==> config.mk <==
export PLATFORM = sky130hd
export DESIGN_NAME = pipeline_hazard_controller
export DESIGN_NICKNAME = d
export VERILOG_FILES = /design/src/rtl/pipeline_hazard_controller.sv
export SDC_FILE = /design/constraint.sdc
export NUM_CORES = 1
export LEC_CHECK = 0
export CAP_MARGIN = 20
export CORE_MARGIN = 2
export CORE_UTILIZATION = 35
export DETAILED_ROUTE_END_ITERATION = 7
export PLACE_DENSITY = 0.85
export SLEW_MARGIN = 40
export SYNTH_ARGS = -nofsm -noshare
export SYNTH_HDL_FRONTEND = slang
export SYNTH_SLANG_ARGS = --single-unit
==> constraint.sdc <==
create_clock -name clk -period 4.05 [get_ports clk]
set_input_delay 0.81 -clock clk [delete_from_list [all_inputs] [get_ports clk]]
set_output_delay 0.81 -clock clk [all_outputs]
set_load 0.1 [all_outputs]
==> src/rtl/pipeline_hazard_controller.sv <==
// Stall/flush sequencer: load-use, taken branch, multi-cycle EX ops.
// Optional perf counters enabled by defining HAZARD_PERF_EN.
module pipeline_hazard_controller #(
    parameter int REG_W      = 3,
    parameter int MC_LATENCY = 4,
    parameter int CNT_W      = 4
) (
    input  logic             clk,
    input  logic             rst_n,
    input  logic [REG_W-1:0] ID_Rs,
    input  logic [REG_W-1:0] ID_Rt,
    input  logic             ID_UsesRt,
    input  logic             EX_MemRead,
    input  logic [REG_W-1:0] EX_Rt,
    input  logic             Branch_Taken,
    input  logic             MC_Start,
    output logic             PC_Enable,
    output logic             IF_ID_Enable,
    output logic             IF_ID_CLR,
    output logic             ID_EX_Enable,
    output logic             ID_EX_CLR,
    output logic             EX_MEM_CLR,
    output logic             MC_Busy,
    output logic [15:0]      Stall_Cycles,
    output logic [15:0]      Flush_Count
);

    if (MC_LATENCY < 2 || MC_LATENCY > (2 ** CNT_W) - 1) begin : g_bad_cfg
        $error("MC_LATENCY out of range for CNT_W");
    end

    localparam logic [CNT_W-1:0] CNT_INIT = CNT_W'(MC_LATENCY - 1);
    localparam logic [CNT_W-1:0] CNT_ONE  = CNT_W'(1);

    typedef enum logic {
        RUN     = 1'b0,
        MC_BUSY = 1'b1
    } state_t;

    state_t           state_q, state_d;
    logic [CNT_W-1:0] cnt_q, cnt_d;
    logic             load_use;
    logic             do_flush;
    logic             do_freeze;
    logic             do_stall;

    // Hazard decode; a held MC op in EX masks branch and MC_Start
    always_comb begin
        load_use  = EX_MemRead && (EX_Rt != '0) &&
                    ((EX_Rt == ID_Rs) || (ID_UsesRt && (EX_Rt == ID_Rt)));
        do_flush  = (state_q == RUN) && Branch_Taken;
        do_freeze = ((state_q == RUN) && !Branch_Taken && MC_Start) ||
                    ((state_q == MC_BUSY) && (cnt_q > CNT_ONE));
        do_stall  = load_use && !do_flush && !do_freeze;
    end

    // State register and multi-cycle down-counter
    always_ff @(posedge clk or negedge rst_n) begin
        if (!rst_n) begin
            state_q <= RUN;
            cnt_q   <= '0;
        end else begin
            state_q <= state_d;
            cnt_q   <= cnt_d;
        end
    end

    // Next-state: enter MC_BUSY on accepted start, leave after count expires
    always_comb begin
        state_d = state_q;
        cnt_d   = cnt_q;
        unique case (state_q)
            RUN: begin
                if (MC_Start && !Branch_Taken) begin
                    state_d = MC_BUSY;
                    cnt_d   = CNT_INIT;
                end
            end
            MC_BUSY: begin
                if (cnt_q > CNT_ONE) begin
                    cnt_d = cnt_q - CNT_ONE;
                end else begin
                    state_d = RUN;
                    cnt_d   = '0;
                end
            end
        endcase
    end

    // Pipeline register controls; reset fills the pipe with NOPs
    always_comb begin
        PC_Enable    = 1'b1;
        IF_ID_Enable = 1'b1;
        IF_ID_CLR    = 1'b0;
        ID_EX_Enable = 1'b1;
        ID_EX_CLR    = 1'b0;
        EX_MEM_CLR   = 1'b0;
        MC_Busy      = (state_q == MC_BUSY);
        if (!rst_n) begin
            PC_Enable    = 1'b0;
            IF_ID_Enable = 1'b0;
            IF_ID_CLR    = 1'b1;
            ID_EX_CLR    = 1'b1;
            EX_MEM_CLR   = 1'b1;
            MC_Busy      = 1'b0;
        end else begin
            unique case (1'b1)
                do_flush: begin
                    IF_ID_CLR = 1'b1;
                    ID_EX_CLR = 1'b1;
                end
                do_freeze: begin
                    PC_Enable    = 1'b0;
                    IF_ID_Enable = 1'b0;
                    ID_EX_Enable = 1'b0;
                    EX_MEM_CLR   = 1'b1;
                end
                do_stall: begin
                    PC_Enable    = 1'b0;
                    IF_ID_Enable = 1'b0;
                    ID_EX_CLR    = 1'b1;
                end
                default: begin
                end
            endcase
        end
    end

`ifdef HAZARD_PERF_EN
    logic [15:0] stall_q;
    logic [15:0] flush_q;

    // Saturating stall-cycle and taken-flush counters
    always_ff @(posedge clk or negedge rst_n) begin
        if (!rst_n) begin
            stall_q <= '0;
            flush_q <= '0;
        end else begin
            if (!PC_Enable && stall_q != 16'hFFFF) begin
                stall_q <= stall_q + 16'd1;
            end
            if (do_flush && flush_q != 16'hFFFF) begin
                flush_q <= flush_q + 16'd1;
            end
        end
    end

    assign Stall_Cycles = stall_q;
    assign Flush_Count  = flush_q;
`else
    assign Stall_Cycles = '0;
    assign Flush_Count  = '0;
`endif

endmodule

# ---- Word-level counts from Yosys, hierarchy flattened
# Cells that the tools add are included.
# W data, S select, Z words.
dict set report word_totals {
  register_bits 5
  in_bits 15
  out_inout_bits 39
  word_cells 43
}
dict set report classes {
  add_sub_neg 1
  order_cmp 1
  eq_ne 3
  mux 17
  n_bitwise 1
  n_reduce_logical 18
}
# cell count
set ops {}
lappend ops {{$mux W1} 13}
lappend ops {{$logic_and A1 B1 Y1} 10}
lappend ops {{$mux W4} 2}
lappend ops {{$pmux W4 S2} 1}
lappend ops {{$eq A3 B3 Y1} 2}
lappend ops {{$gt A4 B1 Y1 const B} 1}
lappend ops {{$reduce_or A2 Y1} 2}
lappend ops {{$sub A4 B1 Y4 const B} 1}
lappend ops {{$logic_not A1 Y1} 3}
lappend ops {{$reduce_bool A3 Y1} 1}
lappend ops {{$logic_or A1 B1 Y1} 2}
lappend ops {{$ne A2 B1 Y1 const B} 1}
lappend ops {{$pmux W1 S2} 1}
lappend ops {{$not A1 Y1} 1}

# ---- Depth between registers and ports, before layout
dict set report depth {
  word_depth 9
  depth_mapped 7
  ltp_nobuf 7
}

# ---- Least setup slack after synthesis
# OpenSTA, ideal clock, no wires.
dict set report synth_path {
  path_kind {input port to output port}
  start {input EX_Rt[0]}
  end {output PC_Enable}
  t_arrival_ns 2.474
  slack_ns 0.766
  stages 4
  n_path_buf 1
  path_cell_list {o31ai_1 -> nand2b_1 -> o211a_1 -> buf_4}
}
dict set report synth_between {
  elab_chain_cells 9
  word_cells_on_any_way 12
  cone_classes {eq/ne (2); mux (2); reduce/logical (8)}
}
# element line_no
set synth_rtl {}
lappend synth_rtl {{from (decl)} 14} ;# input logic [REG_W-1:0] EX_Rt,
lappend synth_rtl {{$eq A3 B3 Y1} 50} ;# ((EX_Rt == ID_Rs) || (ID_UsesRt && (EX_Rt == ID_Rt)));
lappend synth_rtl {{$logic_and A1 B1 Y1} 50}
lappend synth_rtl {{$logic_or A1 B1 Y1} 50}
lappend synth_rtl {{$logic_and A1 B1 Y1 *} 49} ;# load_use = EX_MemRead && (EX_Rt != '0) &&
lappend synth_rtl {{$logic_and A1 B1 Y1 * (2 in a row)} 54} ;# do_stall = load_use && !do_flush && !do_freeze;
lappend synth_rtl {{$reduce_or A2 Y1 (no source line) *} --}
lappend synth_rtl {{$mux W1 * (2 in a row)} --}
lappend synth_rtl {{to (decl)} 17} ;# output logic PC_Enable,
# Mark *: on every way between the ends. The rest lies on a longest branch, timed or not.

# ---- Worst setup path after layout
dict set report layout_path {
  start {input EX_Rt[1]}
  end {output ID_EX_CLR}
}
dict set report layout_between {
  elab_chain_cells 9
  word_cells_on_any_way 12
  cone_classes {eq/ne (2); mux (2); reduce/logical (8)}
}
# element line_no
set layout_rtl {}
lappend layout_rtl {{$eq A3 B3 Y1} 50}
lappend layout_rtl {{$logic_and A1 B1 Y1} 50}
lappend layout_rtl {{$logic_or A1 B1 Y1} 50}
lappend layout_rtl {{$logic_and A1 B1 Y1 *} 49}
lappend layout_rtl {{$logic_and A1 B1 Y1 * (2 in a row)} 54}
lappend layout_rtl {{$reduce_or A2 Y1 (no source line) *} --}
lappend layout_rtl {{$mux W1 *} 107} ;# unique case (1'b1)
lappend layout_rtl {{$mux W1 *} 99} ;# if (!rst_n) begin
lappend layout_rtl {{to (decl)} 21} ;# output logic ID_EX_CLR,
# Marked as above.

==> flow_metrics.env <==
export IMPL_period_needed_ns=3.227
export IMPL_fin_nets=118
export IMPL_status="completed"
export IMPL_vdd_ir_drop_worst_mv=0.4782
export IMPL_hold_class="flop to flop"
export IMPL_syn_avg_cell_area_sq_um=8.888
export IMPL_setup_viol=0
export IMPL_cts_buffer_depth=2
export IMPL_seqPwrFrac_pct=15.7
export IMPL_crit_fanout=3
export IMPL_via_per_inst=4.088
export IMPL_skew_ns=0.006212
export IMPL_synthCells=77
export IMPL_grt_usage_pct=11.76
export IMPL_drt_iter0_drc=3
export IMPL_tns_ns=0
export IMPL_seqCellArea_sq_um=125.1
export IMPL_gp_congestion=0.7183
export IMPL_synth_common_cells="buf_4, dfrtp_1, nand2b_1, o22ai_1"
export IMPL_synth_edff_count=0
export IMPL_fin_util_pct=45.75
export IMPL_cp_end_kind="output port"
export IMPL_ys_warn_count=0
export IMPL_yosys_register_bits=5
export IMPL_grt_pass1_vias=473
export IMPL_num_antenna_cells=0
export IMPL_route_final_wire_length_mm=1.222
export IMPL_crit_chain="clkdlybuf4s50_1 -> xor2_1 -> nor3_1 -> a41oi_2 -> o311ai_4 -> buf_12"
export IMPL_hpwl_mm=1.112
export IMPL_cts_root_buf="clkbuf_4"
export IMPL_initial_core_util_pct=38.39
export IMPL_coreArea_sq_um=1783
export IMPL_die_w_microns=48.22
export IMPL_drive_gt1_share_pct=15.00
export IMPL_grt_setup_unrepaired="false"
export IMPL_setup_slack_ns=0.8235
export IMPL_route_detailed_wl_per_inst_microns=9.776
export IMPL_final_max_slew_viol_count=0
export IMPL_cp_required_ns=3.24
export IMPL_ys_top_cells_by_area="buf_4, dfrtp_1, o311ai_4"
export IMPL_synth_seq_area_share_pct=18.28
export IMPL_synth_area_sq_um=684.4
export IMPL_antenna_found_initial=0
export IMPL_overflow=0
export IMPL_dieArea_sq_um=2325
export IMPL_post_cts_buffers=0
export IMPL_clkPwrFrac_pct=9.1
export IMPL_cp_start_kind="primary input"
export IMPL_cp_data_arrival_time_ns=2.42
export IMPL_fillers=169
export IMPL_grt_pass1_wl_mm=1.814
export IMPL_post_place_ws_ns=0.8137
export IMPL_cts_tree="yes"
export IMPL_hold_viol_final=0
export IMPL_fin_total_pwr_mw=0.6287
export IMPL_clkTransAtPathRegs_ns=0.04
export IMPL_path_buf_inv=2
export IMPL_post_cts_resized=0
export IMPL_drc=0
export IMPL_max_freq_mhz=309.9
export IMPL_port_buffers=21
export IMPL_die_y_microns=48.22
export IMPL_p_leak_nw=0.3893
export IMPL_ctsHoldBuffers=0
export IMPL_cts_buffers=3
export IMPL_critPathSlowestCell="clkdlybuf4s50_1"
export IMPL_crit_family="buffers and inverters"
export IMPL_yosys_cell_count_top_type="buf_4"
export IMPL_worstSkewPairLatency_ns=0.24
export IMPL_grt_max_degree=12
export IMPL_synthDistinctLibCells=23
export IMPL_synth_top_area_share_pct=36.20
export IMPL_postSynth_asyncResetShare_pct=100.0
export IMPL_pwr_share_comb_pct=75.2
export IMPL_synth_top_area_cell="buf_4"
export IMPL_p_int_mw=0.2168
export IMPL_area_growth_pct=19.20
export IMPL_io_pins=54
export IMPL_slowest_delay_ns=0.47
export IMPL_ys_flop_type="dfrtp_1"
export IMPL_p_per_area_nw_per_um2=770.7
export IMPL_switching_share_pct=65.52
export IMPL_dr_pass1_iters=4
export IMPL_htreeDepth=1
export IMPL_rows=15
export IMPL_multi_input_area_sq_um=414.1
export IMPL_drv_cap=0
export IMPL_routed_via_count=511
export IMPL_worstSetupPathType="primary input to output port"
export IMPL_clkSinkCount=5
export IMPL_drtAntennaViolNets=0
export IMPL_switching_power_mw=0.4119
export IMPL_finalCritPeriodShare_pct=79.67
routing by layer:
layer	part of all wire (%)	GRT usage, %	up-vias	routed length (microns)
li1	-	-	240	-
met1	27	9.029	230	327
met5	0	0	-	0
met4	1.8	8.649	0	22
met3	11	3.704	2	135
met2	60	23.42	39	737
worst reg2reg max path, delay by kind of cell (launching register included):
kind            cells  cell delay, ns
compound gates      3            0.59
fa+ha+maj           1            0.18
buf+inv             1            0.08
flops               1            0.41
simple gates        1            0.08
through the flow:
stage                     hold WS (ns)  instances  area, sq um
after floorplan                 0.5144        108        800.8
after global placement          0.5378        121        789.5
after detailed placement        0.5549        121        789.5
after CTS                       0.5726        125        815.8
after global routing            0.5964        125        815.8
final                           0.5650        125        815.8
flip-flops by register name, summed over array words and instances (netlist names):
signal,cells
state_q,1
cnt_q,4
final timing paths:
path                       slack (ns)      from   endpoint  cells after the start
max                              0.82  EX_Rt[1]  ID_EX_CLR                      6
min                              0.56  cnt_q[0]   cnt_q[0]                      1
max reg2reg                      2.60  cnt_q[0]   cnt_q[2]                      6
min reg2reg                      0.56  cnt_q[0]   cnt_q[0]                      1
max in group asynchronous        2.82     rst_n   cnt_q[0]                      1
min in group asynchronous        0.90     rst_n    state_q                      1
cells in the final DEF, fill, tap and decap left out, drive strengths merged:
master         instances
dfrtp                  5
nand2                  3
buf                    7
and2                   1
conb                  32
inv                    3
o31ai                  2
o211a                  1
o21a                   1
o2bb2ai                2
nor2b                  1
nor3                   2
a41oi                  1
or2b                   1
nand2b                 4
clkbuf                 4
nor2                   3
o22ai                  4
clkdlybuf4s50         14
o311ai                 1
xor2                   3
xnor2                  3
ha                     2
area by class of cell:
class	instances	share of cell area [%]
Inverter	3	1.687
Multi-Input combinational cell	67	50.77
Tap cell	25	3.834
Timing Repair Buffer	21	25.15
Sequential cell	5	15.34
Clock buffer	4	3.221
logic make-up after synthesis:
family	synth area share [%]
XOR/XNOR	7.680
AND/OR/NAND/NOR	11.34
flip-flops	18.28
buffers and inverters	38.21
AO/OA/AOI/OAI	20.29
other	0.5479
adder cells (fa/ha/maj)	3.656
power by group through the flow:
stage	Sequential [mW]	Clock, mW	Combinational, mW
after floorplan	0.0935	0	0.427
after global placement	0.0979	0	0.465
after detailed placement	0.0997	0	0.475
after CTS	0.0992	0.0593	0.476
after global routing	0.104	0.0617	0.502
final	0.0990	0.0570	0.473
(Power assumes the default switching activity.)
